### config.mk
export PLATFORM = sky130hd
export DESIGN_NAME = working_zone_batch
export DESIGN_NICKNAME = d
export VERILOG_FILES = /design/src/rtl/working_zone_batch.sv
export SDC_FILE = /design/constraint.sdc
export NUM_CORES = 1
export LEC_CHECK = 0
export ABC_AREA = 0
export CAP_MARGIN = 5
export CORE_MARGIN = 4
export CORE_UTILIZATION = 57
export DETAILED_ROUTE_END_ITERATION = 8
export GPL_ROUTABILITY_DRIVEN = 0
export PLACE_DENSITY = 0.78
export SLEW_MARGIN = 20
export SYNTH_ARGS = -nofsm -noshare
export SYNTH_HDL_FRONTEND = slang
export SYNTH_SLANG_ARGS = --single-unit
export TNS_END_PERCENT = 20
### constraint.sdc
create_clock -name i_clk -period 4.3 [get_ports i_clk]
set_input_delay 0.86 -clock i_clk [delete_from_list [all_inputs] [get_ports i_clk]]
set_output_delay 0.86 -clock i_clk [all_outputs]
set_load 0.05 [all_outputs]
### src/rtl/working_zone_batch.sv
// Batch working-zone encoder: loads zone bases, count N and N addresses
// from a single-port RAM, encodes each one and writes results back.
// Ports: i_clk/i_rst (async, active-high), i_start level request,
//   i_data RAM read data (1-cycle latency); o_address/o_en/o_we/o_data
//   drive the RAM; o_done flags a finished batch until i_start drops.
module working_zone_batch #(
  parameter int DATA_W   = 8,
  parameter int NUM_WZ   = 8,
  parameter int WZ_SIZE  = 4,
  parameter int MEM_AW   = 16,
  parameter int RES_BASE = 512
) (
  input  logic              i_clk,
  input  logic              i_rst,
  input  logic              i_start,
  input  logic [DATA_W-1:0] i_data,
  output logic [MEM_AW-1:0] o_address,
  output logic              o_en,
  output logic              o_we,
  output logic [DATA_W-1:0] o_data,
  output logic              o_done
);

  localparam int ZW = $clog2(NUM_WZ);
  localparam int JW = $clog2(NUM_WZ + 1);
  localparam int EW = DATA_W + 1;

  typedef enum logic [2:0] {
    S_IDLE,
    S_RD_CFG,
    S_CFG_WAIT,
    S_RD_ADDR,
    S_CAP_ADDR,
    S_WR,
    S_DONE
  } state_t;

  state_t            state_q, state_d;
  logic [JW-1:0]     j_q, j_d;
  logic [JW-1:0]     j_prev;
  logic [DATA_W-1:0] k_q, k_d;
  logic [DATA_W-1:0] cnt_q, cnt_d;
  logic [DATA_W-1:0] addr_q, addr_d;
  logic [DATA_W-1:0] base_q [NUM_WZ];
  logic [DATA_W-1:0] base_d [NUM_WZ];

  logic               hit;
  logic [ZW-1:0]      hit_z;
  logic [DATA_W-1:0]  hit_off;
  logic [WZ_SIZE-1:0] onehot;
  logic [DATA_W-1:0]  enc;

  // Read data lags the issued address by one cycle.
  assign j_prev = j_q - 1'b1;

  always_ff @(posedge i_clk or posedge i_rst) begin
    if (i_rst) begin
      state_q <= S_IDLE;
      j_q     <= '0;
      k_q     <= '0;
      cnt_q   <= '0;
      addr_q  <= '0;
      for (int i = 0; i < NUM_WZ; i++) begin
        base_q[i] <= '0;
      end
    end else begin
      state_q <= state_d;
      j_q     <= j_d;
      k_q     <= k_d;
      cnt_q   <= cnt_d;
      addr_q  <= addr_d;
      for (int i = 0; i < NUM_WZ; i++) begin
        base_q[i] <= base_d[i];
      end
    end
  end

  always_comb begin
    state_d = state_q;
    j_d     = j_q;
    k_d     = k_q;
    cnt_d   = cnt_q;
    addr_d  = addr_q;
    for (int i = 0; i < NUM_WZ; i++) begin
      base_d[i] = base_q[i];
    end
    unique case (state_q)
      S_IDLE: begin
        if (i_start) begin
          state_d = S_RD_CFG;
          j_d     = '0;
        end
      end
      S_RD_CFG: begin
        if (j_q != '0) begin
          base_d[j_prev[ZW-1:0]] = i_data;
        end
        j_d = j_q + 1'b1;
        if (j_q == JW'(NUM_WZ)) begin
          state_d = S_CFG_WAIT;
        end
      end
      S_CFG_WAIT: begin
        cnt_d   = i_data;
        k_d     = '0;
        state_d = (i_data == '0) ? S_DONE : S_RD_ADDR;
      end
      S_RD_ADDR: begin
        state_d = S_CAP_ADDR;
      end
      S_CAP_ADDR: begin
        addr_d  = i_data;
        state_d = S_WR;
      end
      S_WR: begin
        if (k_q == cnt_q - 1'b1) begin
          state_d = S_DONE;
        end else begin
          k_d     = k_q + 1'b1;
          state_d = S_RD_ADDR;
        end
      end
      S_DONE: begin
        if (!i_start) begin
          state_d = S_IDLE;
        end
      end
      default: begin
        state_d = S_IDLE;
      end
    endcase
  end

  // Descending scan so the lowest hitting zone wins.
  // Extra top bit keeps base+WZ_SIZE-1 from wrapping.
  always_comb begin
    hit     = 1'b0;
    hit_z   = '0;
    hit_off = '0;
    for (int z = NUM_WZ - 1; z >= 0; z--) begin
      if (({1'b0, addr_q} >= {1'b0, base_q[z]}) &&
          ({1'b0, addr_q} <=
           {1'b0, base_q[z]} + EW'(WZ_SIZE - 1))) begin
        hit     = 1'b1;
        hit_z   = ZW'(z);
        hit_off = addr_q - base_q[z];
      end
    end
  end

  assign onehot = WZ_SIZE'(1) << hit_off;
  assign enc    = hit ? {1'b1, hit_z, onehot} : addr_q;

  // Outputs depend only on registered state.
  always_comb begin
    o_address = '0;
    o_en      = 1'b0;
    o_we      = 1'b0;
    o_data    = '0;
    o_done    = 1'b0;
    unique case (state_q)
      S_RD_CFG: begin
        o_en      = 1'b1;
        o_address = MEM_AW'(j_q);
      end
      S_RD_ADDR: begin
        o_en      = 1'b1;
        o_address = MEM_AW'(NUM_WZ + 1) + MEM_AW'(k_q);
      end
      S_WR: begin
        o_en      = 1'b1;
        o_we      = 1'b1;
        o_address = MEM_AW'(RES_BASE) + MEM_AW'(k_q);
        o_data    = enc;
      end
      S_DONE: begin
        o_done = 1'b1;
      end
      default: begin
      end
    endcase
  end

endmodule

==> flow_summary_export.csv <==
group,metric,value,unit
sta,report.final.slew_viol_count,0,
placed_design,dpl_cell_area,12300,µm²
setup_path,start_kind,"flop",
setup_path,rrSetupSlack,1.56,ns
synthesis,synth_area,10300,µm²
setup_path,cpMostUsedCell,"nor2_1",
setup_path,critPathMaxStageDelay,0.40,ns
worst_hold_path,hold_path_depth,1,
detailed_routing,wl_per_cell,19.9,µm
synthesis,yosys.area.top_type,"dfrtp_1",
final_layout,synthToLayoutAreaGrowth,27.0,%
cts,clkSlewWorstSetupHoldPaths,0.08,ns
placed_design,io_buffer_count,31,
synthesis,synth.most_common_cell,"ha_1",
floorplanning,io_pins,38,
floorplanning,die_area,20200,µm²
sta,fin_skew,0.0112,ns
synthesis,synth_common_cells,"ha_1, o21ai_0, dfrtp_1, inv_1, nand2_1",
setup_path,path_depth,17,
synthesis,syn_area_per_cell,8.49,µm²
outcome,violations,"setup timing",
global_routing,overflow,0,
floorplanning,core,17500,µm²
detailed_routing,viasPerCell,6.39,
placed_design,dp_hpwl,23400,µm
sta,hold_viol,0,
floorplanning,die_h,142,µm
detailed_routing,first_iter_violations,978,
synthesis,synthDistinctLibCells,93,
setup_path,critical-path-slowest-cell,"a221o_1",
setup_path,cp.required,3.44,ns
cts,clk_latency,0.36,ns
sta,fin_crit_sh,115,%
final_layout,final-instance-count-excl-fill,1647,
sta,relSlewSlack,31.4,%
final_layout,design_area,13000,µm²
setup_path,r2r.worst_path.cells,10,
placed_design,pre_cts_slack,-0.256,ns
setup_path,crit_buf_inv,3,
setup_path,worst-setup-path-type,"flop to output port",
sta,rsz0062_at_grt,"true",
detailed_routing,wirelength,32800,µm
setup_path,crit_chain,"inv_2, ha_4, nor2_1, xnor2_1, ha_1, a21o_1, a21oi_2, o2111ai_2, a221o_1, buf_4, o21ai_0, a31oi_2, o31a_1, o31ai_4, nor2_1, a22o_1, buf_12",
synthesis,synthFlopType,"dfrtp_1",
worst_hold_path,worstHoldPathType,"flop to flop",
final_layout,final_util,74.6,%
sta,period_needed,4.94,ns
synthesis,yosys_warnings,0,
run,drv_cap,0,
sta,worst_pin_slew,1.02,ns
setup_path,worstPathArrival,4.08,ns
synthesis,synth_seq_cells,95,
outcome,status,"finished, violations left",
setup_path,cp_max_fo,6,
cts,cts_num_sinks,95,
floorplanning,start_util,58.7,%
global_routing,grt_pass1_wl,51800,µm
cts,cts_buffers,9,
floorplanning,dieWidth,142,µm
placed_design,dp.cells,1612,
floorplanning,core.rowCount,48,
synthesis,yosys.area.top_type_share,23.2,%
sta,setup_violations,8,
synthesis,synth_cells,1209,
cts,cts-root-buf,"clkbuf_16",
global_routing,grt_pass1_vias,10208,
global_routing,grt_max_degree,63,
detailed_routing,ant_nets,0,
global_routing,antenna_found_initial,0,
detailed_routing,first_pass_iters,7,
cts,cts_htree_levels,3,
detailed_routing,vias,10521,
synthesis,async_flop_share,100,%
sta,max_freq,202,MHz
synthesis,synth-seq-area-share,23.2,%
cts,cts_tree,"yes",
setup_path,crit_path_end_kind,"output port",
sta,setup_ws,-0.640,ns
cts,cts_buffer_depth,2,
final_layout,drive_gt1_share,26.1,%
synthesis,synth_edf_count,0,
setup_path,cpLargestDelayFamily,"compound AO/OA/AOI/OAI gates",
global_routing,grtUsageTotal,31.6,%
synthesis,synthTopCellsByArea,"dfrtp_1, ha_1, xnor2_1",
detailed_routing,drc,0,
final_layout,nets,1575,
area by class of cell:
type / count / area [µm²]
Clock buffer: 9 / 225
Fill cell: 1134 / 4440
Timing Repair Buffer: 228 / 1910
Multi-Input combinational cell: 984 / 7800
Inverter: 98 / 374
Sequential cell: 95 / 2380
Antenna cell: 1 / 2.50
Clock inverter: 7 / 73.8
Tap cell: 225 / 282
worst paths after layout:
kind | startpoint | to
max | base_q[17] | o_data[1]
max in group asynchronous | i_rst | base_q[17]
min | base_q[63] | base_q[63]
max reg2reg | k_q[7] | k_q[6]
min in group asynchronous | i_rst | j_q[0]
min reg2reg | base_q[63] | base_q[63]
routing by layer:
metal  part of all wire [%]  vias to the layer above  track usage [%]
met5                      0                        -                0
met4                    5.2                        0             14.5
met3                    9.2                      175             4.91
met2                     46                      580             51.8
met1                     40                     4954             41.2
li1                       -                     4812                -
through the flow:
step	hold slack, ns	TNS, ns
after floorplan	0.479	-0.262
after global placement	0.488	-0.441
after detailed placement	0.504	-0.766
after CTS	0.522	-2.83
after global routing	0.544	-4.91
final	0.528	-3.47
layout by cell type, fill, tap and decap left out, types with 7 or more instances in the layout:
| cell type | Yosys | final |
|---|---|---|
| mux2_2 | 48 | 48 |
| nand3_1 | 35 | 33 |
| nor2_1 | 85 | 83 |
| o211ai_1 | 9 | 9 |
| or3_1 | 8 | 7 |
| ha_1 | 140 | 133 |
| clkdlybuf4s50_1 | 0 | 23 |
| inv_1 | 95 | 87 |
| and3_1 | 9 | 8 |
| inv_2 | 1 | 7 |
| a31oi_1 | 12 | 8 |
| buf_12 | 0 | 10 |
| xor2_1 | 30 | 29 |
| nand2b_1 | 12 | 12 |
| dfrtp_1 | 95 | 94 |
| a21oi_1 | 59 | 52 |
| a211oi_1 | 12 | 8 |
| nor4_1 | 16 | 14 |
| o22ai_1 | 10 | 8 |
| a22oi_1 | 8 | 8 |
| xnor2_1 | 69 | 69 |
| a21oi_2 | 1 | 7 |
| nor2b_1 | 15 | 15 |
| a21o_1 | 15 | 15 |
| o21ai_0 | 104 | 97 |
| buf_4 | 8 | 192 |
| nor3_2 | 0 | 9 |
| o21ai_1 | 3 | 9 |
| nor3_1 | 41 | 29 |
| nand4_1 | 21 | 21 |
| nand2_1 | 90 | 89 |
| clkbuf_16 | 0 | 9 |
| o21a_1 | 12 | 12 |
cell families (layout without fill, tap and decap cells):
group                      Yosys count  count (layout)  synth area share, %
and+or+nand+nor                    359             359                 17.4
AOI/OAI and AO/OA                  319             319                 21.1
adders and majority gates          148             148                 18.6
buffers and inverters              135             342                 5.27
xor gates and xnor gates           100             100                 8.61
DFF                                 95              95                 23.2
muxes                               52              52                 5.78
other                                1               7               0.0365
flip-flops by register name (all words and copies together), names as in the netlist:
name and flops:
addr_q 8, cnt_q 8, k_q 8, state_q 3, j_q 4, base_q 64
what timing repair did:
| action | CTS | global route |
|---|---|---|
| gates resized for setup | 36 | 26 |
| hold buffers | 0 | 0 |
| pin swaps | 30 | 22 |
| endpoints found under the setup margin | 8 | 8 |
| buffers inserted | 16 | 3 |
Power is not shown: default switching activity piles up to over one toggle a cycle in this logic, so the estimate is an artifact.
